`config.mk`:
```
export PLATFORM = sky130hd
export DESIGN_NAME = sd_fifo_pkt
export DESIGN_NICKNAME = d
export VERILOG_FILES = /design/src/rtl/sd_fifo_pkt.sv
export SDC_FILE = /design/constraint.sdc
export NUM_CORES = 1
export LEC_CHECK = 0
export CAP_MARGIN = 10
export CORE_ASPECT_RATIO = 2
export CORE_MARGIN = 4
export CORE_UTILIZATION = 45
export CTS_CLUSTER_SIZE = 28
export DETAILED_ROUTE_END_ITERATION = 10
export PLACE_DENSITY = 0.59
export REMOVE_ABC_BUFFERS = 1
export SYNTH_ARGS = -nofsm -noshare
export SYNTH_HDL_FRONTEND = slang
export SYNTH_SLANG_ARGS = --single-unit
```
`constraint.sdc`:
```
create_clock -name clk -period 6.1 [get_ports clk]
set_input_delay 1.22 -clock clk [delete_from_list [all_inputs] [get_ports clk]]
set_output_delay 1.22 -clock clk [all_outputs]
set_load 0.01 [all_outputs]
```
`src/rtl/sd_fifo_pkt.sv`:
```
// Packet-aware commit/abort FIFO with srdy/drdy handshakes.
// An eop write commits the packet to the reader. Oversize packets are
// dropped when enabled. The reader can rewind to replay the packet it has
// not yet released.
//
// Write-side FSM states:
//   state  | meaning
//   ACCEPT | words are stored at wr_ptr; c_drdy follows free space
//   DROP   | oversize packet being discarded until its eop word arrives
module sd_fifo_pkt #(
  parameter int width         = 16,
  parameter int depth         = 32,
  parameter bit drop_oversize = 1'b1,
  parameter int asz           = $clog2(depth),
  parameter int usz           = $clog2(depth + 1)
) (
  input  logic             clk,
  input  logic             reset,
  input  logic             c_srdy,
  output logic             c_drdy,
  input  logic [width-1:0] c_data,
  input  logic             c_eop,
  input  logic             c_abort,
  output logic             p_srdy,
  input  logic             p_drdy,
  output logic [width-1:0] p_data,
  output logic             p_eop,
  input  logic             p_abort,
  output logic [usz-1:0]   c_usage,
  output logic [usz-1:0]   p_usage,
  output logic [usz-1:0]   pkt_count,
  output logic [15:0]      drop_cnt
);

  typedef enum logic {ACCEPT, DROP} wr_state_t;

  wr_state_t      wr_state, wr_state_nxt;
  logic [width:0] mem [depth];
  logic [asz-1:0] wr_ptr, wr_com, rd_ptr, rd_com;
  // uncom: words past wr_com; rd_pend: words read but not yet released
  logic [usz-1:0] uncom, rd_pend, p_usage_nxt;
  logic           do_store, do_commit, enter_drop;
  logic           rd_xfer, do_release;

  function automatic logic [asz-1:0] inc_ptr(input logic [asz-1:0] p);
    return (p == asz'(depth - 1)) ? '0 : p + 1'b1;
  endfunction

  assign c_usage         = uncom + p_usage + rd_pend;
  assign p_srdy          = (p_usage != '0);
  assign {p_eop, p_data} = mem[rd_ptr];
  // a rewind in the same cycle cancels the read transfer, including its eop
  assign rd_xfer         = p_srdy & p_drdy & ~p_abort;
  assign do_release      = rd_xfer & p_eop;

  // write FSM next state, c_drdy and write-side control strobes
  always_comb begin
    wr_state_nxt = wr_state;
    c_drdy       = 1'b1;
    do_store     = 1'b0;
    do_commit    = 1'b0;
    enter_drop   = 1'b0;
    case (wr_state)
      ACCEPT: begin
        c_drdy = (c_usage < usz'(depth));
        if (c_srdy && (c_usage < usz'(depth)) && !c_abort) begin
          do_store = 1'b1;
          if (c_eop) begin
            do_commit = 1'b1;
          end else if (drop_oversize && (uncom == usz'(depth - 1))) begin
            enter_drop   = 1'b1;
            wr_state_nxt = DROP;
          end
        end
      end
      DROP: begin
        if (c_abort || (c_srdy && c_eop)) wr_state_nxt = ACCEPT;
      end
      default: wr_state_nxt = ACCEPT;
    endcase
  end

  // readable count: add a committed packet, restore a rewind, remove a read
  always_comb begin
    p_usage_nxt = p_usage;
    if (do_commit) p_usage_nxt = p_usage_nxt + uncom + usz'(1);
    if (p_abort)   p_usage_nxt = p_usage_nxt + rd_pend;
    if (rd_xfer)   p_usage_nxt = p_usage_nxt - usz'(1);
  end

  // write FSM state register
  always_ff @(posedge clk or posedge reset) begin
    if (reset) wr_state <= ACCEPT;
    else       wr_state <= wr_state_nxt;
  end

  // pointers and occupancy counters
  always_ff @(posedge clk or posedge reset) begin
    if (reset) begin
      wr_ptr    <= '0;
      wr_com    <= '0;
      rd_ptr    <= '0;
      rd_com    <= '0;
      uncom     <= '0;
      rd_pend   <= '0;
      p_usage   <= '0;
      pkt_count <= '0;
      drop_cnt  <= '0;
    end else begin
      if (c_abort || enter_drop) wr_ptr <= wr_com;
      else if (do_store)         wr_ptr <= inc_ptr(wr_ptr);
      if (do_commit) wr_com <= inc_ptr(wr_ptr);
      if (c_abort || enter_drop || do_commit) uncom <= '0;
      else if (do_store)                      uncom <= uncom + usz'(1);

      if (p_abort)      rd_ptr <= rd_com;
      else if (rd_xfer) rd_ptr <= inc_ptr(rd_ptr);
      if (do_release) rd_com <= inc_ptr(rd_ptr);
      if (p_abort || do_release) rd_pend <= '0;
      else if (rd_xfer)          rd_pend <= rd_pend + usz'(1);

      p_usage <= p_usage_nxt;
      if (do_commit && !do_release)      pkt_count <= pkt_count + usz'(1);
      else if (!do_commit && do_release) pkt_count <= pkt_count - usz'(1);
      if (enter_drop && (drop_cnt != 16'hFFFF)) drop_cnt <= drop_cnt + 16'd1;
    end
  end

  // packet storage, deliberately not reset
  always_ff @(posedge clk) begin
    if (do_store) mem[wr_ptr] <= {c_eop, c_data};
  end

endmodule

```
==> metrics, run 1 <==
Final Setup Violations 0; TritonCTS clock tree yes; Worst-Skew Late Latency 0.59 ns; GR Layer Usage met3 under 10%; vias per cell 5.78; Yosys top cell area share 66.1%; mean post-synth cell area 20.0 µm²; yosys warns 0; layout net count 1438; achievable frequency between 0.15 and 0.2 GHz; Tmin final between 5 and 6 ns; Chip Width between 150 and 200 µm; hold slack final 0.474 ns; # diodes 0; CP Max Fanout 5; TritonCTS Buffers 53; area leader, netlist edfxtp_1; Tot GR Track Use ~20%; Worst setup endpoint p_usage[5]; final wirelength roughly 59000 µm; post-synthesis register bit count 605; Initial Util 45.4%; crit path DAT 6.10 ns; grt ovf 0; Vias 12.1k; Leak 9.41 nW; fin util 52.5%; count leader, synth edfxtp_1; Die ar. 58900 µm²; Crit. End Element flip-flop; CTS root buffer clkbuf_16; RePlAce Congestion about 0.86; mean routed wirelength per cell between 20 and 30 µm; core area about 54000 µm²; Post-synth top flop edfxtp_1; Setup CP Type reg2reg; PD cells 418 nW/µm²; Max-Cap Viols 0; HP Class reg2reg; mapped cell area about 25000 µm²; sequential share of the synthesized area about 72%; worst slew pin tran about 1.2 ns; DR iter-0 viols 791; setup repair after global routing missed its margin no; Crit. Startpoint uncom[0]; DRC 0; H-tree level count 2; cells after synthesis ~1.2k; R2R depth 25; global-route wire length before repair 87000 µm; Final period util about 92%; status complete, no violations; EDFF count, synth 544; CTS clk-pin slew, worst paths 0.07 ns; I/O Pins 76; GR met2 Demand/Resource between 30% and 40%; Synth cell types 54; Antenna Violating Nets Remaining 0; share of cells above drive strength 1 approximately 28%; Synth area leaders edfxtp_1, mux4_2, dfrtp_1, ha_1, mux2_2; clk sinks 605; worst r2r src uncom[0]; Final Hold Fails 0; gr busiest metal met2; Non-Filler Instances around 2.1k; # rows between 100 and 150; GR Util met1 23.0%; Async S/R FF share, synth between 10% and 20%; DP Cell Count 2000; Worst R2R End p_usage[5]; Worst VDD drop 249 µV; Syn-to-layout area delta 15.4%; max-slew violation count 0; Post-synth top cells edfxtp_1, mux4_2, nor2_1; clk buf depth 3; initial antenna violation count 0; CP Launch Type flip-flop; Vert. Die Dim around 340 µm; pin count of the biggest net entering global routing 62; CP Data Required Time 6.56 ns; vias in the first global route 13.1k; clk_skew 0.0168 ns; drt pass-1 iters 5; I/O Buffers 75; r2r setup slk approximately 0.47 ns; HPWL after detailed placement 37200 µm; relative slew slack approximately 20%
repair_timing:
item                                    CTS  global route
resized for setup                         0             3
endpoints found under the setup margin    0             1
buffers inserted                          0             0
hold endpoints to repair                  0             0
hold buffers                              0             0
layer usage:
layer / share of wire [%] / vias to the layer above
li1: - / 5297
met1: 36 / 6458
met2: 57 / 271
met3: 3.5 / 97
met4: 3.3 / 0
met5: 0 / -
registers in the layout (all words and copies together), names as in the netlist, 5 cells and up:
signal / count
rd_ptr: 5
wr_ptr: 5
mem: 544
drop_cnt: 16
rd_pend: 6
p_usage: 6
uncom: 6
wr_com: 5
pkt_count: 6
rd_com: 5
where the power goes:
group          leakage [nW]  internal (mW)  switching, mW
Sequential             5.68           4.69          0.304
Combinational          2.88           1.85           1.62
Clock                 0.848           1.96           1.49
final cells by class:
cell class | count | area, µm²
Clock buffer | 64 | 1420
Clock inverter | 33 | 350
Fill cell | 4242 | 25800
Inverter | 23 | 86.3
Multi-Input combinational cell | 552 | 6620
Sequential cell | 605 | 17900
Tap cell | 676 | 846
Timing Repair Buffer | 144 | 1320
critical path, cell delays in order, from the launching register on:
cell and delay (ns):
dfrtp_2 0.44, ha_1 0.23, inv_1 0.07, fa_1 0.40
nor2b_1 0.12, o21ai_0 0.11, a21boi_0 0.26, nor2_1 0.12
ha_1 0.34, or3b_1 0.11, o221ai_1 0.10, or3b_4 0.45
o21a_1 0.16, or3_1 0.45, mux2i_2 0.28, inv_1 0.08
ha_1 0.23, fa_1 0.47, a21oi_1 0.15, nor2_1 0.05
nor2_1 0.12, xnor2_1 0.08, nand2_1 0.06, o311ai_0 0.20
nor4_1 0.31, xnor2_1 0.12
how the worst min path moves through the flow:
| stage | startpoint | to | slack, ns | cells past startpoint |
|---|---|---|---|---|
| after floorplan | rd_com[1] | rd_ptr[1] | 0.44 | 2 |
| after global placement | rd_com[3] | rd_ptr[3] | 0.46 | 2 |
| after detailed placement | rd_com[1] | rd_ptr[1] | 0.46 | 2 |
| after CTS | rd_com[1] | rd_ptr[1] | 0.48 | 2 |
| after global routing | wr_com[0] | wr_com[0] | 0.50 | 1 |
| final | rd_com[1] | rd_ptr[1] | 0.47 | 2 |
cells by family after synthesis:
group	after synthesis	share of synthesized area, %
flip-flops	605	72.3
multiplexers	206	17.1
AND/OR/NAND/NOR	181	3.46
AO/OA/AOI/OAI	80	2.09
buffers and inverters	79	1.26
XOR/XNOR	49	1.80
adder cells (fa/ha/maj)	36	1.95
stage by stage:
stage	TNS, ns	setup slack [ns]	total power [mW]	cell area, µm²
floorplan	-59.95	-2.48	7.45	24500
global placement	0	0.456	8.62	26700
detailed placement	0	0.314	8.63	26700
CTS	0	0.275	12.1	28500
global route	0	0.0633	12.5	28500
finish	0	0.466	11.9	28500
layout by cell type, fill, tap and decap left out, types with 9 or more instances in the layout:
| cell type | count |
|---|---|
| buf_4 | 65 |
| xor2_1 | 22 |
| ha_1 | 32 |
| nor3_1 | 9 |
| dfrtp_1 | 56 |
| o21ai_0 | 21 |
| inv_1 | 22 |
| a21oi_1 | 20 |
| nor2_1 | 32 |
| clkinv_1 | 11 |
| nor2_2 | 32 |
| edfxtp_1 | 544 |
| nand3_1 | 12 |
| nand2_1 | 46 |
| mux2_2 | 28 |
| clkbuf_16 | 55 |
| clkdlybuf4s50_1 | 75 |
| mux4_2 | 170 |
| xnor2_1 | 26 |
Power figures use the tool's default switching activity.
==> run 2, diff against run 1 <==
--- a/config.mk
+++ b/config.mk
@@ -6,12 +6,13 @@
 export NUM_CORES = 1
 export LEC_CHECK = 0
 export CAP_MARGIN = 10
-export CORE_ASPECT_RATIO = 2
+export CELL_PAD_IN_SITES_DETAIL_PLACEMENT = 1
+export CELL_PAD_IN_SITES_GLOBAL_PLACEMENT = 2
 export CORE_MARGIN = 4
 export CORE_UTILIZATION = 45
 export CTS_CLUSTER_SIZE = 28
 export DETAILED_ROUTE_END_ITERATION = 10
-export PLACE_DENSITY = 0.59
+export PLACE_DENSITY = 0.73
 export REMOVE_ABC_BUFFERS = 1
 export SYNTH_ARGS = -nofsm -noshare
 export SYNTH_HDL_FRONTEND = slang
==> metrics, run 2 (same netlist as run 1, synthesis figures left out) <==
Crit. Startpoint uncom[0]; CTS root buffer clkbuf_16; CTS clk-pin slew, worst paths 0.06 ns; Worst-Skew Late Latency 0.60 ns; H-tree level count 3; Leak 9.52 nW; PD cells 427 nW/µm²; I/O Buffers 75; Vert. Die Dim 242 µm; DR top layer met4; largest registers mem x544, drop_cnt x16; hold_sp rd_com[3]; drt pass-1 iters 5; Chip Width approximately 240 µm; clk_skew 0.0155 ns; grt ovf 0; Initial Util 45.6%; HPWL after detailed placement around 37000 µm; Crit. End Element primary output; worst r2r src uncom[0]; DR iter-0 viols 1141; clk sinks a little over 600; CP Max Fanout 5; HP Class reg2reg; final wirelength 60900 µm; relative slew slack 22.0%; DP Cell Count 2005; max-slew violation count 0; commonest non-fill, non-tap cell in the layout edfxtp_1; worst slew pin tran 1.17 ns; WL met2 30400 µm; initial antenna violation count 2; TritonCTS clock tree yes; layout net count 1439; most frequent cells in the layout edfxtp_1, mux4_2, clkdlybuf4s50_1, clkbuf_16, dfrtp_1; Antenna Violating Nets Remaining 0; clk buf depth 3; Max-Cap Viols 0; Worst VDD drop 286 µV; FF/Latch Area 17900 µm²; fin util 53.2%; Syn-to-layout area delta 16.7%; CP Launch Type flip-flop; pin count of the biggest net entering global routing 49; setup repair after global routing missed its margin no; Fillers 4772; Final period util 93.5%; core area approximately 54000 µm²; DRC 0; CP Data Required Time 4.88 ns; Setup CP Type reg2out; Final Hold Fails 0; # rows 85; Final Setup Violations 0; crit path DAT 4.48 ns; met1 WL 25700 µm; I/O Pins 76; TritonCTS Buffers 67; max reg flops roughly 540; cts hold-fix bufs 0; wire length on met3 3560 µm; status complete, no violations; share of cells above drive strength 1 27.9%; Vias 12.4k; mean routed wirelength per cell 28.7 µm; achievable frequency 0.175 GHz; global-route wire length before repair 91100 µm; Die ar. 58700 µm²; vias per cell just under 6; most flop-heavy register mem; Tmin final 5.70 ns; Non-Filler Instances about 2.1k; multi-input logic area around 6600 µm²; RePlAce Congestion about 0.77; vias in the first global route around 14k; Tot GR Track Use 21.0%
==> run 2: cell types whose count changed in the layout (fill, tap and decap cells not counted), sizes merged <==
cell	change
inv	-1
clkbuf	+15
bufinv	-2
buf	-13
diode	+2
clkinv	+3
==> run 2: final cells by class <==
class                           count  area share, %
Antenna cell                        2         0.0174
Clock buffer                       79           6.05
Clock inverter                     33           1.20
Inverter                           23          0.300
Multi-Input combinational cell    552           22.9
Sequential cell                   605           62.0
Tap cell                          696           3.02
Timing Repair Buffer              131           4.46
==> run 2: path summary, 6_finish.rpt <==
kind / end / slack [ns] / depth (start not counted)
setup / recovery: c_drdy / 0.40 / 16
hold / removal: rd_ptr[3] / 0.48 / 2
setup reg to reg: p_usage[5] / 0.53 / 25
hold reg to reg: rd_ptr[3] / 0.48 / 2
max in group asynchronous: rd_ptr[1] / 4.18 / 3
min in group asynchronous: drop_cnt[9] / 0.91 / 2
==> run 2: worst max-delay path: stages, from the launching register on <==
cell and delay, ns:
dfrtp_1 0.44, ha_1 0.24, inv_1 0.07, fa_1 0.39, nor2b_1 0.14, o21ai_0 0.10, a21boi_0 0.27, nor2_1 0.13
ha_1 0.34, or3b_1 0.12, o221ai_1 0.10, or3b_4 0.44, o21a_1 0.16, nor2_1 0.23, inv_1 0.10, nand2_1 0.08
clkdlybuf4s50_1 0.54
==> run 2: report_power, final <==
part           switching (mW)  internal, mW
sequential              0.338          4.69
combinational            1.58          1.83
clock                    1.62          2.26
total                    3.53          8.78
==> run 2: routing by layer <==
layer | global-route usage, % | up-vias
li1 | - | 5316
met1 | 29.1 | 6656
met2 | 34.4 | 318
met3 | 4.73 | 88
met5 | 0 | -
met4 | 5.05 | 0
==> run 2: repair_timing <==
item / in CTS / in global routing
gates resized for setup: 0 / 1
setup endpoints to repair: 0 / 1
hold endpoints to repair: 0 / 0
setup buffers: 0 / 0
==> run 2: through the flow <==
stage                     cell area (µm²)  hold WS, ns  TNS [ns]  power, mW  worst slack, ns
after floorplan                     24500        0.442    -59.95       7.45            -2.48
after global placement              26700        0.462         0       8.54            0.608
after detailed placement            26700        0.470         0       8.57            0.464
after CTS                           28800        0.484         0       12.5            0.351
after global routing                28800        0.500         0       12.9           0.0149
final                               28800        0.480         0       12.3            0.397
==> run 3, diff against run 2 <==
==> constraint.sdc (replaced) <==
create_clock -name clk -period 7.37 [get_ports clk]
set_input_delay 1.474 -clock clk [delete_from_list [all_inputs] [get_ports clk]]
set_output_delay 1.474 -clock clk [all_outputs]
set_load 0.01 [all_outputs]
==> metrics, run 3 (same netlist as run 1, synthesis figures left out) <==
status complete, no violations; achievable frequency 0.161 GHz; max reg flops 544; CP Launch Type flip-flop; global-route wire length before repair 89300 µm; Vias 12.3k; Vert. Die Dim 242 µm; vias in the first global route 13.2k; most flop-heavy register mem; commonest non-fill, non-tap cell in the layout edfxtp_1; vias per cell 5.84; Fillers between 4k and 5k; FF/Latch Area 17900 µm²; TritonCTS Buffers between 60 and 70; fin util 53.1%; crit path DAT 6.68 ns; worst hold endpoint pkt_count[5]; Syn-to-layout area delta 16.4%; Leak 9.45 nW; HPWL after detailed placement 34900 µm; Die ar. 58700 µm²; Tot GR Track Use between 20 and 25%; grt ovf 0; core area 54100 µm²; largest registers mem x544, drop_cnt x16; Final Hold Fails 0; post_cts resized 0; Final Setup Violations 0; clk_skew ~0.023 ns; CP Max Fanout 17; PD cells 359 nW/µm²; Crit. Startpoint uncom[0]; I/O Buffers 75; final wirelength 59600 µm; clk buf depth 3; CP max stage cell or3_1; r2r setup slk around 1.2 ns; initial antenna violation count 3; Tmin final ~6.2 ns; drt pass-1 iters 5; Post-CTS Setup Bufs 0; HP Class reg2reg; # rows 85; I/O Pins 76; hold_sp pkt_count[5]; Initial Util between 40% and 50%; CP Data Required Time 7.85 ns; most frequent cells in the layout edfxtp_1, mux4_2, clkdlybuf4s50_1, clkbuf_16, dfrtp_1; cts hold-fix bufs 0; pin count of the biggest net entering global routing 88; Worst R2R End p_usage[5]; final worst setup slack roughly 1.2 ns; Antenna Violating Nets Remaining 0; Hold Path Cell Cnt 1; Max-Cap Viols 0; clk sinks 605; worst stage delay on the critical path 0.67 ns; worst slew pin tran 1.21 ns; H-tree level count 3; Worst VDD drop 203 µV; TritonCTS clock tree yes; mean routed wirelength per cell 28.3 µm; worst slack, placed 1.13 ns; Buf+Inv Stages, Crit Path 2; layout net count 1416; setup repair after global routing missed its margin no; DR iter-0 viols 1149; Worst-Skew Late Latency 0.60 ns; delay-heaviest family, CP simple AND/OR/NAND/NOR gates; total negative slack 0 ns; CTS clk-pin slew, worst paths 0.06 ns; share of cells above drive strength 1 26.4%; worst r2r src uncom[0]; RePlAce Congestion 0.760; max-slew violation count 0; DRC 0; Chip Width between 200 and 250 µm; Final period util 84.1%; R2R depth 25; multi-input logic area 6650 µm²; relative slew slack 19.2%; Setup CP Type reg2reg; Crit. End Element flip-flop; CTS root buffer clkbuf_16
run 3: how the worst max path moves through the flow:
stage	end	cells after the start
4_1_cts	p_usage[5]	25
5_1_grt	p_usage[5]	25
6_report	p_usage[5]	25
2_1_floorplan	pkt_count[5]	14
3_3_place_gp	p_usage[5]	25
3_5_place_dp	p_usage[5]	25
run 3: worst register-to-register path, stage by stage, from the launching register on:
cell and delay (ns):
dfrtp_1 0.46, ha_1 0.25, inv_1 0.07, fa_1 0.40, nor2b_1 0.12, o21ai_0 0.10, a21boi_0 0.27, nor2_1 0.12
ha_1 0.33, or3b_1 0.11, o221ai_1 0.09, or3b_4 0.43, nor3_1 0.31, or3_1 0.67, mux2i_1 0.42, inv_1 0.08
ha_1 0.22, fa_1 0.44, a21oi_1 0.18, nor2_1 0.06, nor2_1 0.11, xnor2_1 0.08, nand2_1 0.06, o311ai_0 0.19
nor4_1 0.40, xnor2_1 0.13
run 3: final cells by class:
class,count,share of cell area (%)
clock inverter,32,1.49
inverter,23,0.300
antenna,3,0.0261
multi-input combinational,552,23.1
tap,696,3.03
sequential,605,62.2
clock buffer,86,6.23
timing repair buffer,109,3.63
run 3: stage by stage:
stage	power, mW	instance area (µm²)	instances	hold WS, ns
4_1_cts	10.5	28700	2103	0.480
6_report	10.3	28800	2106	0.473
5_1_grt	10.8	28700	2103	0.499
2_1_floorplan	6.17	24500	1180	0.442
3_5_place_dp	7.07	26500	1985	0.469
3_3_place_gp	7.02	26500	1985	0.456
run 3: routing by layer:
metal,vias to the layer above,global-route usage [%],share of wire (%)
met5,-,0,0
met4,0,4.80,1.7
met3,74,4.63,6.0
met2,299,32.8,49
met1,6652,29.4,43
li1,5278,-,-
run 3: where the power goes:
part,internal [mW],switching (mW),leakage (nW)
registers,3.88,0.233,5.68
clock network,2.04,1.34,1.07
logic,1.49,1.33,2.70
total,7.42,2.90,9.45
